## src/rtl/clk_div_pkg.sv

```systemverilog
// Shared types, reset defaults and config clamping for the multi-channel clock divider.
package clk_div_pkg;

    localparam int CFG_W    = 8;
    localparam int DEF_DIV  = 4;
    localparam int DEF_HIGH = 2;
    localparam int DIV_MIN  = 2;

    typedef enum logic {
        ST_IDLE = 1'b0,
        ST_RUN  = 1'b1
    } chan_state_t;

    typedef struct packed {
        logic [CFG_W-1:0] div;
        logic [CFG_W-1:0] high;
    } cfg_t;

    // Ratios below DIV_MIN cannot produce a period with both a last cycle and a first cycle.
    function automatic cfg_t clamp_cfg(input logic [CFG_W-1:0] div, input logic [CFG_W-1:0] high);
        cfg_t c;
        c.div  = (div < CFG_W'(DIV_MIN)) ? CFG_W'(DIV_MIN) : div;
        c.high = high;
        return c;
    endfunction

endpackage

```

## src/rtl/clk_div_multi_if.sv

```systemverilog
// Configuration port of the clock divider: one request selects a channel and carries a new ratio/high-time.
// Handshake: a request transfers on a posedge where cfg_valid and cfg_ready are both high; the master
// holds cfg_ch/cfg_div/cfg_high stable while cfg_valid is high and not yet accepted.
interface clk_div_multi_if #(
    parameter int CH_W  = 2,
    parameter int CNT_W = 8
);
    logic             cfg_valid;
    logic             cfg_ready;
    logic [CH_W-1:0]  cfg_ch;
    logic [CNT_W-1:0] cfg_div;
    logic [CNT_W-1:0] cfg_high;

    modport master (output cfg_valid, output cfg_ch, output cfg_div, output cfg_high, input cfg_ready);
    modport slave  (input cfg_valid, input cfg_ch, input cfg_div, input cfg_high, output cfg_ready);
endinterface

```

## src/rtl/clk_div_chan.sv

```systemverilog
// One divider channel: period counter, run state, active/shadow config and registered out/tick.
module clk_div_chan
    import clk_div_pkg::*;
#(
    parameter int RST_DIV  = DEF_DIV,
    parameter int RST_HIGH = DEF_HIGH
) (
    input  logic        clk,
    input  logic        rst,
    input  logic        ch_en,
    input  logic        sync_start,
    input  logic        load,
    input  cfg_t        cfg_in,
    output logic        pend,
    output logic        out,
    output logic        tick,
    output chan_state_t state
);

    chan_state_t      state_n;
    logic [CFG_W-1:0] cnt, cnt_n;
    cfg_t             act, act_n, shd, shd_n;
    logic             pend_n, out_n, tick_n, apply, last;

    always_ff @(posedge clk) begin
        if (rst) begin
            state <= ST_IDLE;
            cnt   <= '0;
            act   <= '{div: CFG_W'(RST_DIV), high: CFG_W'(RST_HIGH)};
            shd   <= '{div: CFG_W'(RST_DIV), high: CFG_W'(RST_HIGH)};
            pend  <= 1'b0;
            out   <= 1'b0;
            tick  <= 1'b0;
        end else begin
            state <= state_n;
            cnt   <= cnt_n;
            act   <= act_n;
            shd   <= shd_n;
            pend  <= pend_n;
            out   <= out_n;
            tick  <= tick_n;
        end
    end

    always_comb begin
        state_n = state;
        cnt_n   = cnt;
        act_n   = act;
        shd_n   = shd;
        pend_n  = pend;
        apply   = 1'b0;
        last    = (cnt == act.div - 1'b1);
        case (state)
            ST_IDLE: begin
                cnt_n = '0;
                apply = pend;
                if (ch_en) state_n = ST_RUN;
            end
            ST_RUN: begin
                if (!ch_en) begin
                    state_n = ST_IDLE;
                    cnt_n   = '0;
                end else if (sync_start || last) begin
                    // A restart coinciding with a natural wrap is a single period boundary.
                    cnt_n = '0;
                    apply = pend;
                end else begin
                    cnt_n = cnt + 1'b1;
                end
            end
            default: state_n = ST_IDLE;
        endcase
        if (apply) begin
            act_n  = shd;
            pend_n = 1'b0;
        end
        // apply implies pend, so an accepted load never collides with an apply.
        if (load && !pend) begin
            shd_n  = clamp_cfg(cfg_in.div, cfg_in.high);
            pend_n = 1'b1;
        end
        out_n  = (state_n == ST_RUN) && (cnt_n < act_n.high);
        tick_n = (state_n == ST_RUN) && (cnt_n == act_n.div - 1'b1);
    end

endmodule

```

## src/rtl/clk_div_multi.sv

```systemverilog
// Multi-channel programmable clock divider: NUM_CH independent channels sharing one config port
// and a global phase-align strobe.
module clk_div_multi
    import clk_div_pkg::*;
#(
    parameter int NUM_CH   = 4,
    parameter int CNT_W    = clk_div_pkg::CFG_W,
    parameter int DEF_DIV  = clk_div_pkg::DEF_DIV,
    parameter int DEF_HIGH = clk_div_pkg::DEF_HIGH,
    parameter int CH_W     = (NUM_CH > 1) ? $clog2(NUM_CH) : 1
) (
    input  logic              clk,
    input  logic              rst,
    input  logic [NUM_CH-1:0] ch_en,
    input  logic              sync_start,
    clk_div_multi_if.slave    cfg,
    output logic [NUM_CH-1:0] cfg_pend,
    output logic [NUM_CH-1:0] clk_div_out,
    output logic [NUM_CH-1:0] tick,
    output logic [NUM_CH-1:0] dbg_run
);

    logic [CNT_W-1:0] div_in, high_in;
    cfg_t             cfg_word;
    logic             ready_c;

    assign div_in   = cfg.cfg_div;
    assign high_in  = cfg.cfg_high;
    assign cfg_word = '{div: CFG_W'(div_in), high: CFG_W'(high_in)};

    // Out-of-range channel selects are accepted and dropped rather than stalling the port.
    always_comb begin
        ready_c = 1'b1;
        for (int i = 0; i < NUM_CH; i++) begin
            if (cfg.cfg_ch == CH_W'(i)) ready_c = ~cfg_pend[i];
        end
    end
    assign cfg.cfg_ready = ready_c;

    for (genvar i = 0; i < NUM_CH; i++) begin : g_ch
        chan_state_t st;
        logic        load;

        assign load = cfg.cfg_valid && (cfg.cfg_ch == CH_W'(i));

        clk_div_chan #(
            .RST_DIV  (DEF_DIV),
            .RST_HIGH (DEF_HIGH)
        ) u_chan (
            .clk        (clk),
            .rst        (rst),
            .ch_en      (ch_en[i]),
            .sync_start (sync_start),
            .load       (load),
            .cfg_in     (cfg_word),
            .pend       (cfg_pend[i]),
            .out        (clk_div_out[i]),
            .tick       (tick[i]),
            .state      (st)
        );

        assign dbg_run[i] = (st == ST_RUN);
    end

endmodule

```

## src/flat_wrapper.sv

```systemverilog
// flat-port wrapper written by rule: the top's interface ports become plain ports
module clk_div_multi_flat import clk_div_pkg::*;
#(
    parameter int NUM_CH   = 4,
    parameter int CNT_W    = clk_div_pkg::CFG_W,
    parameter int DEF_DIV  = clk_div_pkg::DEF_DIV,
    parameter int DEF_HIGH = clk_div_pkg::DEF_HIGH,
    parameter int CH_W     = (NUM_CH > 1) ? $clog2(NUM_CH) : 1
)
  (clk, rst, ch_en, sync_start, cfg_pend, clk_div_out, tick, dbg_run, cfg_cfg_valid, cfg_cfg_ch, cfg_cfg_div, cfg_cfg_high, cfg_cfg_ready);
  clk_div_multi_if #(.CH_W(CH_W), .CNT_W(CNT_W)) cfg_i ();
  input  logic clk;
  input  logic rst;
  input  logic [NUM_CH-1:0] ch_en;
  input  logic sync_start;
  output logic [NUM_CH-1:0] cfg_pend;
  output logic [NUM_CH-1:0] clk_div_out;
  output logic [NUM_CH-1:0] tick;
  output logic [NUM_CH-1:0] dbg_run;
  input wire logic [$bits(cfg_i.cfg_valid)-1:0] cfg_cfg_valid;
  input wire logic [$bits(cfg_i.cfg_ch)-1:0] cfg_cfg_ch;
  input wire logic [$bits(cfg_i.cfg_div)-1:0] cfg_cfg_div;
  input wire logic [$bits(cfg_i.cfg_high)-1:0] cfg_cfg_high;
  output wire logic [$bits(cfg_i.cfg_ready)-1:0] cfg_cfg_ready;
  assign cfg_i.cfg_valid = cfg_cfg_valid;
  assign cfg_i.cfg_ch = cfg_cfg_ch;
  assign cfg_i.cfg_div = cfg_cfg_div;
  assign cfg_i.cfg_high = cfg_cfg_high;
  assign cfg_cfg_ready = cfg_i.cfg_ready;
  clk_div_multi #(.NUM_CH(NUM_CH), .CNT_W(CNT_W), .DEF_DIV(DEF_DIV), .DEF_HIGH(DEF_HIGH), .CH_W(CH_W)) u_core (.clk(clk), .rst(rst), .ch_en(ch_en), .sync_start(sync_start), .cfg(cfg_i), .cfg_pend(cfg_pend), .clk_div_out(clk_div_out), .tick(tick), .dbg_run(dbg_run));
endmodule
```

## config.mk

```make
export PLATFORM = sky130hd
export DESIGN_NAME = clk_div_multi_flat
export DESIGN_NICKNAME = d
export VERILOG_FILES = /design/src/rtl/clk_div_pkg.sv /design/src/rtl/clk_div_multi_if.sv /design/src/rtl/clk_div_chan.sv /design/src/rtl/clk_div_multi.sv /design/src/flat_wrapper.sv
export SDC_FILE = /design/constraint.sdc
export NUM_CORES = 1
export LEC_CHECK = 0
export CAP_MARGIN = 20
export CORE_ASPECT_RATIO = 1.1
export CORE_MARGIN = 2
export CORE_UTILIZATION = 40
export CTS_CLUSTER_DIAMETER = 60
export DETAILED_ROUTE_END_ITERATION = 6
export PLACE_DENSITY = 0.6
export SETUP_SLACK_MARGIN = 0.3
export SYNTH_ARGS = -nofsm -noshare
export SYNTH_HDL_FRONTEND = slang
export SYNTH_SLANG_ARGS = --single-unit
```

## constraint.sdc

```tcl
create_clock -name clk -period 4.25 [get_ports clk]
set_input_delay 0.425 -clock clk [delete_from_list [all_inputs] [get_ports clk]]
set_output_delay 0.425 -clock clk [all_outputs]
set_load 0.02 [all_outputs]
```

; Yosys cells after proc, flatten, opt, wreduce, memory -nomap -nowiden
; Index checks and enable logic that the tools add are counted.
; Widths: inputs -> output; s select.
[classes]
addsub = 12
div = 0
reduce_logical = 29
mul = 0
n_lt_le_gt_ge = 5
bitwise_logic = 8
mux = 45
n_shift = 0
eq_ne = 11
[op_table]
columns = operator, n
row1 = $mux 8, 9
row2 = $eq 8x8->1, 8
row3 = $mux 16, 4
row4 = $pmux 8 s2, 4
row5 = $sub 8x1->8 const B, 8
row6 = $add 8x1->8 const B, 4
row7 = $lt 8x8->1, 4
row8 = $mux 1, 24
row9 = $logic_and 1x1->1, 16
row10 = $lt 8x2->1 const B, 1
row11 = $not 1->1, 8
row12 = $pmux 1 s2, 4
row13 = $reduce_bool 2->1, 4
row14 = $eq 2x2->1 const B, 2
row15 = $logic_not 1->1, 4
row16 = $logic_or 1x1->1, 4
row17 = $eq 2x1->1 const B, 1
row18 = $logic_not 2->1, 1
[word_totals]
in_bits = 26
wordCells = 146
mem_bits_rw = 0
mem_count = 0
out_inout_bits = 17
reg_bits = 176
rom_bits = 0
latchBits = 0

; Depth between registers and ports, before layout
; Gate-level depths: netlist of the first run.
[depth]
ltp_word = 10
ltp_mapped = 18
mapped_depth_nobuf = 16

; Modules after synthesis
; A second synthesis of the first run with hierarchy kept.
[unflattened]
cells_unflattened = 1204
area_unflattened_um2 = 10186.0
[by_module_without_submodules]
columns = module, area_per_inst_um2, n_inst, cells_each
row1 = clk_div_chan (u_core.g_ch[0].u_chan ...), 2503.7, 2, 291
row2 = clk_div_chan (u_core.g_ch[3].u_chan), 2552.4, 1, 300
row3 = clk_div_chan (u_core.g_ch[1].u_chan), 2537.4, 1, 311
row4 = clk_div_multi, 88.8, 1, 11

; Least setup slack after synthesis of the first run
; OpenSTA, ideal clock, no wires.
[synth_path]
path_type = reg2reg
start = reg u_core.g_ch[1].u_chan.act[10] in the netlist's numbering
end = reg u_core.g_ch[1].u_chan.out
path_slack_ps = 549
arrival_ps = 3600
path_buffers = 2
stages_incl_launch_ff = 15
synth_period_minus_slack_ps = 3701
required_ps = 4149
cell_sequence = dfxtp_1 buf_2 nor3_1 xnor2_1 nand3_1 a2111o_1 o21ai_1 nand2_2 buf_1 mux2i_1 ha_1 a21o_1 a21o_1 a211o_1 o41ai_1
[synth_between]
elab_chain_len = 9
word_cells_on_any_way = 12
classes_between = add/sub (1) / order compare (1) / eq/ne (1) / mux (7) / reduce/logical (2)
[synth_rtl]
columns = item, line_no
row1 = "start, declared", clk_div_chan.sv:22  ; cfg_t act, act_n, shd, shd_n;
row2 = "start signal, assigned", clk_div_chan.sv:29  ; act <= '{div: CFG_W'(RST_DIV), high: CFG_W'(RST_HIGH)};
row3 = "start signal, assigned", clk_div_chan.sv:37  ; act <= act_n;
row4 = $sub 8x1->8 *, clk_div_chan.sv:52  ; last = (cnt == act.div - 1'b1);
row5 = $eq 8x8->1 *, clk_div_chan.sv:52
row6 = $logic_or 1x1->1 *, clk_div_chan.sv:63  ; end else if (sync_start || last) begin
row7 = $mux 1, clk_div_chan.sv:63
row8 = $mux 1, clk_div_chan.sv:60  ; if (!ch_en) begin
row9 = $pmux 1 s2, clk_div_chan.sv:53  ; case (state)
row10 = $mux 16, clk_div_chan.sv:73  ; if (apply) begin
row11 = $lt 8x8->1 *, clk_div_chan.sv:82  ; out_n = (state_n == ST_RUN) && (cnt_n < act_n.high);
row12 = $logic_and 1x1->1 *, clk_div_chan.sv:82
row13 = "end signal, assigned", clk_div_chan.sv:40  ; out <= out_n;
row14 = "end, declared", clk_div_chan.sv:15  ; output logic out,
; Every way passes the cells marked *; elsewhere a longest branch is shown, timed or not.
; A chain may end at the register's enable or synchronous reset.

; Worst setup path after layout of the first run
[layout_path]
start = reg u_core.g_ch[1].u_chan.act[9] in the netlist's numbering
end = reg u_core.g_ch[1].u_chan.tick
[layout_between]
elab_chain_len = 10
word_cells_on_any_way = 13
classes_between = add/sub (2) / eq/ne (2) / mux (7) / reduce/logical (2)
[layout_rtl]
columns = item, line_no
row1 = $sub 8x1->8, clk_div_chan.sv:52
row2 = $eq 8x8->1, clk_div_chan.sv:52
row3 = $logic_or 1x1->1, clk_div_chan.sv:63
row4 = $mux 1, clk_div_chan.sv:63
row5 = $mux 1, clk_div_chan.sv:60
row6 = $pmux 1 s2, clk_div_chan.sv:53
row7 = $mux 16, clk_div_chan.sv:73
row8 = $sub 8x1->8, clk_div_chan.sv:83  ; tick_n = (state_n == ST_RUN) && (cnt_n == act_n.div - 1'b1);
row9 = $eq 8x8->1 *, clk_div_chan.sv:83
row10 = $logic_and 1x1->1 *, clk_div_chan.sv:83
row11 = "end signal, assigned", clk_div_chan.sv:41  ; tick <= tick_n;
row12 = "end, declared", clk_div_chan.sv:16  ; output logic tick,
; Marks and branches as above.

==> out/qor.yml, run 1 <==
status: "completed"
numCtsBuffers: 17
r2r-start: "u_core.g_ch[1].u_chan.act[9]$_SDFF_PP0_"
num_rows: 60
antenna_cells: 0
portBuffers: 42
ys_types: 73
vias_per_cell: 5.33
overflow: 0
max_freq_ghz: 0.270
critPathLaunch: "u_core.g_ch[1].u_chan.act[9]$_SDFF_PP0_"
worstPathRequired_ns: 4.63
area_delta_synth_final_pct: 12.7
final_cell_mix: "dfxtp_1, nand2_1, nor2_1"
detail_route.wl_per_cell_microns: 16.4
vdd.ir_drop.worst_v: 0.000229
grt_use_total_pct: 19.7
cts.sinks: 176
synth_edf_count: 0
synth-async-reset-ratio_pct: 0
powerDensity_nw_per_um2: 330
syn_inst: 1207
coreArea_sq_um: 24400
ys_seq_elements: 176
r2r-end: "u_core.g_ch[1].u_chan.tick$_SDFF_PP0_"
holdPathStages: 2
postRouteAntennaNets: 0
grt_pass1_wl_microns: 40900
grt_max_degree: 69
multi_input_area_sq_um: 5860
hold_viol: 0
worstHoldEndpoint: "u_core.g_ch[0].u_chan.shd[0]$_SDFFE_PP0P_"
antenna_found_initial: 2
drc: 0
drive_gt1_share_pct: 7.27
clk_latency_ns: 0.43
regArea_sq_um: 3520
yosysSeqAreaShare_pct: 35.7
critPathKind: "reg -> reg"
worstHoldPathType: "reg -> reg"
worstMarginPinSlew_ns: 0.676
worst-r2r-setup-slack_ns: 0.55
leakage_uw: 0.00447
nets: 1278
syn_area_per_cell_sq_um: 8.19
syn_nets: 1273
grt_pass1_vias: 7940
synthFlopType: "dfxtp_1"
root_buffer: "clkbuf_16"
totalWireLength_microns: 25100
drv_cap: 0
period_share_pct: 87.0
instances_no_fill: 1535
mostFrequentLayoutCell: "dfxtp_1"
fin_tns_setup_ns: 0
netlist_area_sq_um: 9880
hold_buffers: 0
die_area_sq_um: 26000
rsz0062_at_grt: "no"
path_clk_slew_ns: 0.07
reg2regPathDepth: 13
period_needed_ns: 3.70
finClkSkew_ns: 0.0118
dp.cells: 1500
setup_viol: 0
fillers: 2430
place_congestion: 0.873
num_io_pins: 43
initialDrtViolationCount: 432
clk_path_buf_depth: 2
die_w_microns: 154
drtPass1Iterations: 5
cp.arrival_ns: 4.08
die_h_microns: 169
dr_total_vias: 8188
critPathMaxFanout: 6
cts_htree_levels: 4
cts_tree: "done"
hpwl_microns: 18500
slew_headroom_pct: 54.8
min_from: "u_core.g_ch[0].u_chan.shd[0]$_SDFFE_PP0P_"
slew_violations: 0
start_util_pct: 40.5
synth_warnings: 0
end_kind: "flip-flop"
cp-start-kind: "flip-flop"
[metrics by stage]
stage	setup slack [ns]	cell area [sq um]	total power (uW)	hold slack (ns)	util, %
4_1_cts	0.420	11100	3700	0.456	45.5
3_3_place_gp	0.524	10400	2020	0.444	42.8
6_report	0.552	11100	3680	0.458	45.6
2_1_floorplan	0.549	9880	1920	0.436	-
3_5_place_dp	0.443	10500	2020	0.447	42.9
5_1_grt	0.323	11100	3790	0.477	45.6
[layout make-up]
type	instances	share of cell area, %
Multi-Input combinational cell	918	52.7
Clock inverter	13	1.58
Tap cell	310	3.48
Timing Repair Buffer	63	5.32
Clock buffer	19	4.07
Inverter	36	1.21
Sequential cell	176	31.7
[worst max-delay path by stage]
stage / slack [ns] / end / cells after the start
global placement: 0.52 / u_core.g_ch[1].u_chan.tick$_SDFF_PP0_ / 13
floorplan: 0.55 / u_core.g_ch[1].u_chan.out$_SDFF_PP0_ / 14
global route: 0.32 / u_core.g_ch[3].u_chan.tick$_SDFF_PP0_ / 14
finish: 0.55 / u_core.g_ch[1].u_chan.tick$_SDFF_PP0_ / 13
CTS: 0.42 / u_core.g_ch[1].u_chan.tick$_SDFF_PP0_ / 12
detailed placement: 0.44 / u_core.g_ch[1].u_chan.tick$_SDFF_PP0_ / 13
[metal layers]
| metal | vias up | track usage, % | wire [microns] |
|---|---|---|---|
| met4 | 2 | 5.97 | 337 |
| li1 | 4168 | - | - |
| met3 | 27 | 3.10 | 843 |
| met5 | - | 0 | 13 |
| met2 | 112 | 33.7 | 12100 |
| met1 | 3879 | 25.8 | 11800 |
[registers in the layout, indices dropped and copies added (netlist names)]
name and cells:
u_core.g_ch.u_chan.state 4, u_core.g_ch.u_chan.shd 64, u_core.g_ch.u_chan.tick 4, u_core.g_ch.u_chan.pend 4, u_core.g_ch.u_chan.act 64, u_core.g_ch.u_chan.cnt 32, u_core.g_ch.u_chan.out 4
[cell usage after synthesis (all sizes together), types with 3 or more instances]
cell       n  area share, %
o311ai     3           0.27
mux2       6           0.68
inv       36            1.4
and3      18            1.1
o211ai     8           0.61
xor2      46            4.1
clkbuf    43            1.6
buf       34            2.3
a21o       3           0.23
nor2b     14           0.89
o2111ai    5           0.51
and2       4           0.25
o41ai      3           0.27
nor3b      5           0.38
nor4       9           0.70
nor3      51            2.6
nand3b    11           0.84
mux2i     68            7.0
dfxtp    176             36
nand2b    24            1.5
nand3     36            1.9
o21a       8           0.61
or3       13           0.82
nor2     138            5.4
o32ai      3           0.27
a21oi     80            4.1
o31ai      9           0.73
nor4b      4           0.35
or2        5           0.32
ha        40            5.1
nand2    161            6.1
o221ai     3           0.27
a211oi     8           0.66
nand4      4           0.25
and4       5           0.44
a31oi     10           0.63
xnor2     52            4.6
o21ai     36            1.9
[kinds of logic (layout without fill, tap and decap cells)]
group,count (synthesis),count (layout),share of synthesized area [%]
AND/OR/NAND/NOR,509,509,24.6
AO/OA/AOI/OAI,195,195,12.5
adder cells (fa/ha/maj),40,40,5.07
flip-flops,176,176,35.7
buffers and inverters,113,131,5.32
multiplexers,74,74,7.70
XOR/XNOR,100,100,9.14
[timing repair]
item | CTS | global route
buffers inserted | 0 | 3
endpoints found under the setup margin | 0 | 5
gates resized for setup | 0 | 5
[critical path: stages (launching register included)]
cell,delay [ns]
dfxtp_1,0.42
inv_1,0.09
ha_1,0.29
xor2_1,0.15
nand3_1,0.10
a2111o_1,0.45
o21a_1,0.23
nor2_2,0.24
a21oi_1,0.20
ha_1,0.34
or4b_2,0.58
mux2_2,0.28
o41ai_1,0.06
and4_1,0.22
[power breakdown]
part / internal (uW) / switching [uW] / total, uW / leakage, uW
sequential: 1680 / 31.1 / 1710 / 0.00143
clock: 971 / 724 / 1690 / 0.000299
combinational: 109 / 162 / 271 / 0.00274
Note: power is estimated with default switching activity, not from simulation.
==> run 2: changes to the inputs <==
--- a/config.mk
+++ b/config.mk
@@ -7,12 +7,13 @@
 export LEC_CHECK = 0
 export CAP_MARGIN = 20
 export CORE_ASPECT_RATIO = 1.1
-export CORE_MARGIN = 2
+export CORE_MARGIN = 4
 export CORE_UTILIZATION = 40
 export CTS_CLUSTER_DIAMETER = 60
 export DETAILED_ROUTE_END_ITERATION = 6
 export PLACE_DENSITY = 0.6
 export SETUP_SLACK_MARGIN = 0.3
+export SKIP_LAST_GASP = 1
 export SYNTH_ARGS = -nofsm -noshare
 export SYNTH_HDL_FRONTEND = slang
 export SYNTH_SLANG_ARGS = --single-unit
==> run 2 against run 1 <==
  * Setup slack improved by 0.038 ns
  * Wire length decreased by 1.2%
  * Utilization about the same
  * Count of clock-buffer cells in the layout unchanged
  * Via count increased by 0.49%
  * First-iteration DRC count unchanged
  * Combinational power about the same
  * Non-clock buffer count decreased by 3
  * Critical path depth decreased by 1
  * Sequential power about the same
==> out/qor.yml, run 2 (synthesis gave the netlist of run 1 again) <==
regArea_sq_um: 3520
drive_gt1_share_pct: 7.04
multi_input_area_sq_um: 5870
grt_max_degree: 94
cts_htree_levels: 4
worstMarginPinSlew_ns: 0.847
cp-start-kind: "flip-flop"
nets: 1275
fin_util_pct: 45.7
critPathKind: "reg -> reg"
die_h_microns: 173
grt_pass1_vias: 7913
finish.instance_area_sq_um: 11100
period_share_pct: 86.1
switching_share_pct: 24.5
place_ws_ns: 0.404
combPwrFrac_pct: 7.2
numCtsBuffers: 17
antenna_cells: 0
die_area_sq_um: 27300
dr_total_vias: 8228
critPathMaxFanout: 12
clk_latency_ns: 0.43
hpwl_microns: 18300
place_area_sq_um: 10500
overflow: 0
leakage_uw: 0.00446
min_from: "u_core.g_ch[0].u_chan.shd[2]$_SDFFE_PP0P_"
vdd.ir_drop.worst_v: 0.000267
num_io_pins: 43
final_cell_mix: "dfxtp_1, nand2_1, nor2_1"
holdPathStages: 2
place_congestion: 0.883
totalWireLength_microns: 24800
period_needed_ns: 3.66
die_w_microns: 158
report.power.total_uw: 3730
status: "completed"
worstHoldEndpoint: "u_core.g_ch[0].u_chan.shd[2]$_SDFFE_PP0P_"
fin_tns_setup_ns: 0
drv_cap: 0
coreArea_sq_um: 24400
clk_path_buf_depth: 2
seqPwrFrac_pct: 45.9
clock_power_share_pct: 46.9
start_util_pct: 40.5
mostFrequentLayoutCell: "dfxtp_1"
grt_pass1_wl_microns: 40600
finClkSkew_ns: 0.0157
initialDrtViolationCount: 432
worstHoldPathType: "reg -> reg"
post-cts-setup-buffers: 0
area_delta_synth_final_pct: 12.7
vias_per_cell: 5.37
slew_headroom_pct: 43.5
rsz0062_at_grt: "no"
postRouteAntennaNets: 0
p_switching_uw: 913
grt_use_total_pct: 18.4
hold_viol: 0
setup_slack_ns: 0.590
setup_viol: 0
cts.sinks: 176
drc: 0
drtPass1Iterations: 5
num_rows: 60
power.internal_uw: 2820
r2r-start: "u_core.g_ch[1].u_chan.act[10]$_SDFF_PP1_"
end_kind: "flip-flop"
fillers: 2394
worst-r2r-setup-slack_ns: 0.59
cts_tree: "done"
cp.arrival_ns: 4.03
reg2regPathDepth: 12
r2r-end: "u_core.g_ch[1].u_chan.tick$_SDFF_PP0_"
antenna_found_initial: 2
worstPathRequired_ns: 4.62
powerDensity_nw_per_um2: 335
detail_route.wl_per_cell_microns: 16.2
max_freq_ghz: 0.273
root_buffer: "clkbuf_16"
portBuffers: 42
reg_top3: "u_core.g_ch.u_chan.act x64, u_core.g_ch.u_chan.shd x64, u_core.g_ch.u_chan.cnt x32"
slew_violations: 0
path_clk_slew_ns: 0.07
-- run 2: cell count changes in the layout (fill, tap and decap cells not counted), sizes merged --
cell      previous run  this run
buf                 22        19
bufinv               3         4
clkinv               3         2
clkinvlp             3         2
inv                 40        41
-- run 2: worst max path at each step --
stage | start | end | depth (start not counted)
6_report | u_core.g_ch[1].u_chan.act[10]$_SDFF_PP1_ | u_core.g_ch[1].u_chan.tick$_SDFF_PP0_ | 12
5_1_grt | u_core.g_ch[1].u_chan.act[10]$_SDFF_PP1_ | u_core.g_ch[1].u_chan.out$_SDFF_PP0_ | 13
4_1_cts | u_core.g_ch[1].u_chan.act[10]$_SDFF_PP1_ | u_core.g_ch[1].u_chan.tick$_SDFF_PP0_ | 12
3_5_place_dp | u_core.g_ch[1].u_chan.act[8]$_SDFF_PP0_ | u_core.g_ch[1].u_chan.tick$_SDFF_PP0_ | 13
3_3_place_gp | u_core.g_ch[1].u_chan.act[8]$_SDFF_PP0_ | u_core.g_ch[1].u_chan.tick$_SDFF_PP0_ | 13
2_1_floorplan | u_core.g_ch[1].u_chan.act[10]$_SDFF_PP1_ | u_core.g_ch[1].u_chan.out$_SDFF_PP0_ | 14
-- run 2: routing by layer --
metal | GRT usage (%) | wire length (microns)
met1 | 25.0 | 11700
met2 | 30.0 | 11800
met3 | 3.90 | 1020
met4 | 3.98 | 369
met5 | 0 | 21
-- run 2: final cells by class --
| class | count | share of cell area, % |
|---|---|---|
| flip-flops and latches | 176 | 31.6 |
| well taps | 310 | 3.48 |
| clock buffers | 19 | 4.07 |
| inverters | 36 | 1.21 |
| repair buffers | 60 | 5.14 |
| multi-input cells | 918 | 52.7 |
| clock inverters | 13 | 1.79 |
-- run 2: power groups by stage --
stage | combinational (uW) | clock (uW) | sequential (uW)
2_1_floorplan | 180 | 0 | 1740
3_3_place_gp | 267 | 0 | 1750
3_5_place_dp | 269 | 0 | 1750
4_1_cts | 270 | 1770 | 1710
5_1_grt | 297 | 1850 | 1710
6_report | 269 | 1750 | 1710
-- run 2: critical path: stages, from the launching register on --
cell and delay, ns:
dfxtp_1 0.42, nor3_1 0.37, xnor2_1 0.17, nand3_1 0.09, a2111o_1 0.44, o21a_1 0.25, nor2_4 0.19, a21oi_1 0.17
ha_1 0.34, or4b_2 0.58, mux2_2 0.28, o41ai_1 0.07, and4_1 0.22
-- run 2: per-stage QoR --
step	hold WS, ns	std cells
2_1_floorplan	0.436	1207
5_1_grt	0.480	1532
3_5_place_dp	0.451	1499
6_report	0.456	1532
3_3_place_gp	0.443	1498
4_1_cts	0.459	1531
-- run 2: repair_timing --
action,CTS,global route
resized for setup,0,5
endpoints found under the setup margin,0,2
hold buffers,0,0
